## src/rtl/word_fetch_if.sv

```systemverilog
// Bus bundle for word_fetch: request/flush handshake, assembled word result
// and the byte-wide read port toward the RAM.
interface word_fetch_if #(
  parameter int ADDR_W = 17
);
  logic              req_in;
  logic [ADDR_W-1:0] addr_in;
  logic              flush_in;
  logic              busy_out;
  logic              valid_out;
  logic [31:0]       data_out;
  logic              ram_en_out;
  logic              ram_r_nw_out;
  logic [ADDR_W-1:0] ram_a_out;
  logic [7:0]        ram_d_in;

  modport slave (
    input  req_in, addr_in, flush_in, ram_d_in,
    output busy_out, valid_out, data_out, ram_en_out, ram_r_nw_out, ram_a_out
  );

  modport master (
    output req_in, addr_in, flush_in, ram_d_in,
    input  busy_out, valid_out, data_out, ram_en_out, ram_r_nw_out, ram_a_out
  );
endinterface

```

## src/rtl/word_fetch.sv

```systemverilog
// Fetches one little-endian 32-bit word as four byte reads from a RAM with a
// one-cycle read latency; result appears six cycles after the accept cycle.
module word_fetch #(
  parameter int ADDR_W = 17
) (
  input  logic        clk_in,
  input  logic        rstn_in,
  word_fetch_if.slave bus
);

  typedef enum logic [2:0] {
    IDLE = 3'd0,
    RD0  = 3'd1,
    RD1  = 3'd2,
    RD2  = 3'd3,
    RD3  = 3'd4,
    WAIT = 3'd5
  } state_t;

  state_t            state_r, state_s;
  logic [ADDR_W-1:0] base_r, base_s;
  logic [ADDR_W-1:0] ram_a_r, ram_a_s;
  logic              en_r, en_s;
  logic [31:0]       asm_r, asm_s;
  logic [31:0]       data_r, data_s;
  logic              valid_r, valid_s;
  logic              busy_r, busy_s;

  // Next-state and next-output computation; flush aborts any fetch in flight.
  always_comb begin
    state_s = state_r;
    base_s  = base_r;
    ram_a_s = ram_a_r;
    en_s    = 1'b0;
    asm_s   = asm_r;
    data_s  = data_r;
    valid_s = 1'b0;
    if ((state_r != IDLE) && bus.flush_in) begin
      state_s = IDLE;
    end else begin
      case (state_r)
        IDLE: begin
          if (bus.req_in && !bus.flush_in) begin
            state_s = RD0;
            base_s  = bus.addr_in;
            ram_a_s = bus.addr_in;
            en_s    = 1'b1;
          end else begin
            state_s = IDLE;
          end
        end
        RD0: begin
          state_s = RD1;
          ram_a_s = base_r + ADDR_W'(2'd1);
          en_s    = 1'b1;
        end
        // Bytes arrive one cycle behind their address and shift in from the top.
        RD1: begin
          state_s = RD2;
          ram_a_s = base_r + ADDR_W'(2'd2);
          en_s    = 1'b1;
          asm_s   = {bus.ram_d_in, asm_r[31:8]};
        end
        RD2: begin
          state_s = RD3;
          ram_a_s = base_r + ADDR_W'(2'd3);
          en_s    = 1'b1;
          asm_s   = {bus.ram_d_in, asm_r[31:8]};
        end
        RD3: begin
          state_s = WAIT;
          asm_s   = {bus.ram_d_in, asm_r[31:8]};
        end
        WAIT: begin
          state_s = IDLE;
          asm_s   = {bus.ram_d_in, asm_r[31:8]};
          data_s  = {bus.ram_d_in, asm_r[31:8]};
          valid_s = 1'b1;
        end
        default: begin
          state_s = IDLE;
        end
      endcase
    end
    busy_s = (state_s != IDLE);
  end

  // State register.
  always_ff @(posedge clk_in or negedge rstn_in) begin
    if (!rstn_in) begin
      state_r <= IDLE;
    end else begin
      state_r <= state_s;
    end
  end

  // Datapath and registered outputs.
  always_ff @(posedge clk_in or negedge rstn_in) begin
    if (!rstn_in) begin
      base_r  <= '0;
      ram_a_r <= '0;
      en_r    <= 1'b0;
      asm_r   <= 32'd0;
      data_r  <= 32'd0;
      valid_r <= 1'b0;
      busy_r  <= 1'b0;
    end else begin
      base_r  <= base_s;
      ram_a_r <= ram_a_s;
      en_r    <= en_s;
      asm_r   <= asm_s;
      data_r  <= data_s;
      valid_r <= valid_s;
      busy_r  <= busy_s;
    end
  end

  assign bus.busy_out     = busy_r;
  assign bus.valid_out    = valid_r;
  assign bus.data_out     = data_r;
  assign bus.ram_en_out   = en_r;
  assign bus.ram_a_out    = ram_a_r;
  assign bus.ram_r_nw_out = 1'b1;

endmodule

```

## src/flat_wrapper.sv

```systemverilog
// flat-port wrapper written by rule: the top's interface ports become plain ports
module word_fetch_flat 
#(
  parameter int ADDR_W = 17
)
  (clk_in, rstn_in, bus_req_in, bus_addr_in, bus_flush_in, bus_ram_d_in, bus_busy_out, bus_valid_out, bus_data_out, bus_ram_en_out, bus_ram_r_nw_out, bus_ram_a_out);
  word_fetch_if #(.ADDR_W(ADDR_W)) bus_i ();
  input  logic clk_in;
  input  logic rstn_in;
  input wire logic [$bits(bus_i.req_in)-1:0] bus_req_in;
  input wire logic [$bits(bus_i.addr_in)-1:0] bus_addr_in;
  input wire logic [$bits(bus_i.flush_in)-1:0] bus_flush_in;
  input wire logic [$bits(bus_i.ram_d_in)-1:0] bus_ram_d_in;
  output wire logic [$bits(bus_i.busy_out)-1:0] bus_busy_out;
  output wire logic [$bits(bus_i.valid_out)-1:0] bus_valid_out;
  output wire logic [$bits(bus_i.data_out)-1:0] bus_data_out;
  output wire logic [$bits(bus_i.ram_en_out)-1:0] bus_ram_en_out;
  output wire logic [$bits(bus_i.ram_r_nw_out)-1:0] bus_ram_r_nw_out;
  output wire logic [$bits(bus_i.ram_a_out)-1:0] bus_ram_a_out;
  assign bus_i.req_in = bus_req_in;
  assign bus_i.addr_in = bus_addr_in;
  assign bus_i.flush_in = bus_flush_in;
  assign bus_i.ram_d_in = bus_ram_d_in;
  assign bus_busy_out = bus_i.busy_out;
  assign bus_valid_out = bus_i.valid_out;
  assign bus_data_out = bus_i.data_out;
  assign bus_ram_en_out = bus_i.ram_en_out;
  assign bus_ram_r_nw_out = bus_i.ram_r_nw_out;
  assign bus_ram_a_out = bus_i.ram_a_out;
  word_fetch #(.ADDR_W(ADDR_W)) u_core (.clk_in(clk_in), .rstn_in(rstn_in), .bus(bus_i));
endmodule
```

## config.mk

```make
export PLATFORM = sky130hd
export DESIGN_NAME = word_fetch_flat
export DESIGN_NICKNAME = d
export VERILOG_FILES = /design/src/rtl/word_fetch_if.sv /design/src/rtl/word_fetch.sv /design/src/flat_wrapper.sv
export SDC_FILE = /design/constraint.sdc
export NUM_CORES = 1
export LEC_CHECK = 0
export ABC_AREA = 1
export CAP_MARGIN = 20
export CORE_MARGIN = 1
export CORE_UTILIZATION = 30
export DETAILED_ROUTE_END_ITERATION = 6
export GPL_TIMING_DRIVEN = 0
export PLACE_DENSITY = 0.46
export SLEW_MARGIN = 20
export SYNTH_ARGS = -nofsm -noshare
export SYNTH_HDL_FRONTEND = slang
export SYNTH_SLANG_ARGS = --single-unit
```

## constraint.sdc

```tcl
create_clock -name clk_in -period 5.4 [get_ports clk_in]
set_input_delay 0.54 -clock clk_in [delete_from_list [all_inputs] [get_ports clk_in]]
set_output_delay 0.54 -clock clk_in [all_outputs]
set_load 0.1 [all_outputs]
```

* Yosys cells after proc, flatten, opt, wreduce, memory -nomap -nowiden
Index checks and enable logic that the tools add are counted.
Operators by class: mux-type cells 10, reductions and logical operators 13, $add $sub $neg 3, eq/ne operators 6, bitwise gates (word level) 1
Operators with widths (number):
- one-hot mux 17 bit (4 select lines) | 1
- adder 17 x 2 -> 17 bit, second input constant | 2
- adder 17 x 1 -> 17 bit, second input constant | 1
- two-way mux 17 bit | 1
- one-hot mux 3 bit (5 select lines) | 1
- equality test 3 x 2 -> 1 bit, second input constant | 2
- equality test 3 bit, second input constant | 2
- AND reduction 3 bit | 2
- nonzero test 3 bit | 2
- two-way mux 1 bit | 5
- AND reduction 2 bit | 2
- nonzero test 4 bit | 1
- OR reduction 4 bit | 1
- equality test 3 x 1 -> 1 bit, second input constant | 1
- logical NOT 3 bit | 1
- two-way mux 3 bit | 1
- OR reduction 3 bit | 1
- logical AND 1 bit | 2
- inequality test 2 x 1 -> 1 bit, second input constant | 1
- one-hot mux 1 bit (2 select lines) | 1
- logical NOT 1 bit | 1
- NOT 1 bit | 1
Storage, ports and cells: word-level logic and storage cells 41, register bits 104, output and inout bits 53, bits of input ports 29

* Depth between registers and ports, before layout
word-level depth 6, mapped depth 14, depth with buffers taken out 14

* Worst setup path after synthesis
No wires, ideal clock.
kind reg2reg, from reg u_core.state_r[2], to reg u_core.ram_a_r[16] (netlist: u_core.bus.ram_a_out[16]), stages on the path, launching flop included 14, path buffers 0, arrival time 1780 ps, setup slack 3507 ps, data required time 5287 ps, clock period less this slack 1893 ps, setup time 113 ps, path through dfrtp_1 -> inv_2 -> nand2_2 -> nor2_1 -> inv_1 -> fa_1 -> nor2_1 -> nand2_1 -> inv_1 -> nand3_1 -> nand3_1 -> nand3_1 -> nand2_1 -> inv_1
Between the ends: word-level cells in the longest chain between the ends 4, elaborated cells between the ends (all ways) 11, classes of those cells eq/ne (4); mux (1); bitwise (1); reduce/logical (5)
RTL lines:
- from (decl) | line word_fetch.sv:20 | state_t state_r, state_s;
- from (signal assigned) | line word_fetch.sv:93 | state_r <= state_s;
- branches (longest 4 deep; another with nonzero test 4 bit)
- to (signal assigned) | line word_fetch.sv:109 | ram_a_r <= ram_a_s;
- to (decl) | line word_fetch.sv:22 | logic [ADDR_W-1:0] ram_a_r, ram_a_s;
Parallel ways; which one is timed is not known. A chain may end at the register's enable or synchronous reset.

* Worst setup path after layout
from reg u_core.ram_a_r[9] (netlist: u_core.bus.ram_a_out[9]), to out bus_ram_a_out[9]
RTL lines:
- to (decl) | line flat_wrapper.sv:19 | output wire logic [$bits(bus_i.ram_a_out)-1:0] bus_ram_a_out;
No word-level cell between the ends.

==> reports/results.txt <==
I/O pins = 82
Syn-to-layout area delta = 29.8%
Setup crit start kind = register
share of the clock period used by the worst path after layout = 45.0%
Mapped Nets = 605
Max H-tree Level = 3
largest cells by area after synthesis = dfrtp_1 51%, nand2_1 12%, nor2_1 5.2%
element type at the critical path end = primary output
distinct cell type count of the synthesized netlist = 34
antenna violation net count after detailed routing = 0
routability-driven placement congestion ratio = 0.859
total core area = 15,200 um2
fraction of post-synthesis cell area in the top cell type by area = 51.4%
Critical Path, Cell by Cell = clkdlybuf4s50_1
average vias per placed instance = 4.76
via count of the first global-routing pass = 4,144
most frequent standard cell in the layout excluding fill and tap cells = nand2_1
number of setup buffers added after CTS = 0
Worst-path clk slew = 0.07 ns
Top Family by Delay on Critical Path = buffers and inverters
number of sinks handled by clock tree synthesis = 96
max-cap violation count = 0
number of iterations in the first detailed-routing pass = 5
maximum frequency from static timing analysis = 412 MHz
number of buffers created by CTS = 9
wire per inst = 15.7 um
number of buffer and inverter instances along the worst setup path = 1
total wire length = 13,400 um
Tightest Hold Check Type = in -> async
port buffer count = 80
fraction of layout instances using a drive strength above 1 = 9.70%
total half-perimeter wirelength after legalization and detailed placement = 9640 um
cell taking the most area after synthesis = dfrtp_1
DRC = 0
Slew Limit Fails = 0
pin count of the biggest net entering global routing = 58
Cell Rows = 45
overall track demand over capacity in global routing = 17.9%
post-synthesis async set-or-reset flop share = 100%
CTS Buffer Depth = 2
Synth Instances = 573
EDFF count, synth = 0
overall via count from detail_route = 4,082
post-synthesis sequential area ratio = 51.4%
CP max stage delay = 1.16 ns
data arrival time of the critical path = 1.89 ns
number of nets in the finished design = 697
clock tree from TritonCTS = done
diodes inserted = 0
initial core utilization = 30.7%
horizontal die dimension = 127 um
number of buffers added to fix hold violations after cts = 0
height of the chip = 127 um
total global routing overflow = 0
starting DRC count in detailed routing = 292
# fillers = 1,583
clock latency reported for the late side of the worst-skew pair = 0.35 ns
worst setup path class = reg -> out
commonest register cell after synthesis = dfrtp_1
wire length of the first global-routing pass = 22,000 um
full die area = 16,100 um2
Worst-Margin Slew = 0.984 ns
Worst Path Max Fanout = 2
commonest cells after routing, fill and taps aside = 152 x nand2_1, 96 x dfrtp_1, 79 x clkdlybuf4s50_1
clk root buf = clkbuf_16
number of resized instances in the post-cts repair step = 0
slowest stage cell on the critical path = clkdlybuf4s50_1
final setup TNS = 0 ns
worst slew margin relative to its limit = 34.2%
run status = finished clean
Warnings, synthesis = 0
required time of the critical path = 4.86 ns
register bit count reported by yosys = 96
Min Clock Period, post-route = 2.43 ns
number of antenna violations at the first check in global routing = 0
unrepaired setup endpoints after global routing = false
cell area after synthesis = 4670 um2
Layout Skew = 0.00880 ns
average cell area after synthesis = 8.15 um2
Final Setup Violations = 0
number of endpoints with negative hold slack in the final report = 0
-- logic make-up (layout without fill, tap and decap cells) --
logic type                 Yosys count  in the layout  synth area share (%)
AOI/OAI and AO/OA                  114            114                  14.3
adders and majority gates            3              3                 0.964
buffers and inverters               87            184                  8.89
DFF                                 96             96                  51.4
muxes                                2              2                 0.482
other                                1              1                0.0803
and+or+nand+nor                    270            270                  23.9
-- registers in the layout, summed over array words and instances, names as in the netlist --
signal,count
u_core.asm_r,24
u_core.base_r,17
u_core.bus.busy_out,1
u_core.bus.data_out,32
u_core.bus.ram_a_out,17
u_core.bus.ram_en_out,1
u_core.bus.valid_out,1
u_core.state_r,3
-- worst paths after layout --
kind / startpoint / to / slack [ns] / cells after the start
setup / recovery: u_core.bus.ram_a_out[9]$_DFFE_PN0P_ / bus_ram_a_out[9] / 2.97 / 1
hold / removal: rstn_in / u_core.bus.ram_a_out[15]$_DFFE_PN0P_ / 0.1 / 1
setup reg to reg: u_core.state_r[2]$_DFF_PN0_ / u_core.bus.ram_a_out[12]$_DFFE_PN0P_ / 3.06 / 13
hold reg to reg: u_core.bus.data_out[3]$_DFFE_PN0P_ / u_core.bus.data_out[3]$_DFFE_PN0P_ / 0.48 / 2
max in group asynchronous: rstn_in / u_core.asm_r[19]$_DFFE_PN0P_ / 4.69 / 2
min in group clk_in: u_core.bus.data_out[3]$_DFFE_PN0P_ / u_core.bus.data_out[3]$_DFFE_PN0P_ / 0.48 / 2
-- cells in the mapped netlist (all sizes together), types with 2 or more instances --
cell    instances
nand3          37
mux2            2
a31oi           4
buf            17
o21bai          2
a21oi          26
dfrtp          96
or2             3
inv            66
clkbuf          4
o211ai          3
o21ai          76
nand4           2
nor2           70
nand2         156
ha              2
a41oi           2
-- worst register-to-register path, stage by stage (launching register included) --
cell	delay, ns
dfrtp_1	0.41
inv_2	0.10
nand2_2	0.12
nor2_1	0.17
inv_1	0.10
fa_1	0.45
nor2_1	0.22
nand2_1	0.17
inv_1	0.13
nand3_1	0.09
nand3_1	0.10
nand3_1	0.08
nand2_1	0.06
inv_1	0.03
-- through the flow --
step	worst slack (ns)	cells	cell area [um2]	hold WS [ns]	utilization, %
2_1_floorplan	3.51	573	4670	0.244	-
3_3_place_gp	-0.110	841	5710	0.462	37.5
3_5_place_dp	2.98	842	5740	0.465	37.7
4_1_cts	2.95	858	6070	0.102	39.9
5_1_grt	2.86	858	6070	0.121	39.9
6_report	2.97	858	6070	0.0964	39.9
-- metal layers --
metal | vias to the layer above | GRT usage [%] | wire length, um
met5 | - | 0 | 0
met4 | 0 | 6.37 | 191
met3 | 16 | 2.95 | 688
met2 | 114 | 26.9 | 5920
met1 | 1932 | 26.0 | 6630
li1 | 2020 | - | -
-- layout make-up --
| class | count | area, um2 | share of cell area [%] |
|---|---|---|---|
| Buffer | 21 | 168 | 2.76 |
| Clock buffer | 11 | 243 | 4.00 |
| Multi-Input combinational cell | 390 | 1850 | 30.6 |
| Timing Repair Buffer | 81 | 830 | 13.7 |
| Inverter | 66 | 248 | 4.08 |
| Sequential cell | 96 | 2400 | 39.6 |
| Clock inverter | 5 | 86.3 | 1.42 |
| Tap cell | 188 | 235 | 3.88 |
Power is not shown: default switching activity piles up to over one toggle a cycle in this logic, so the estimate is an artifact.
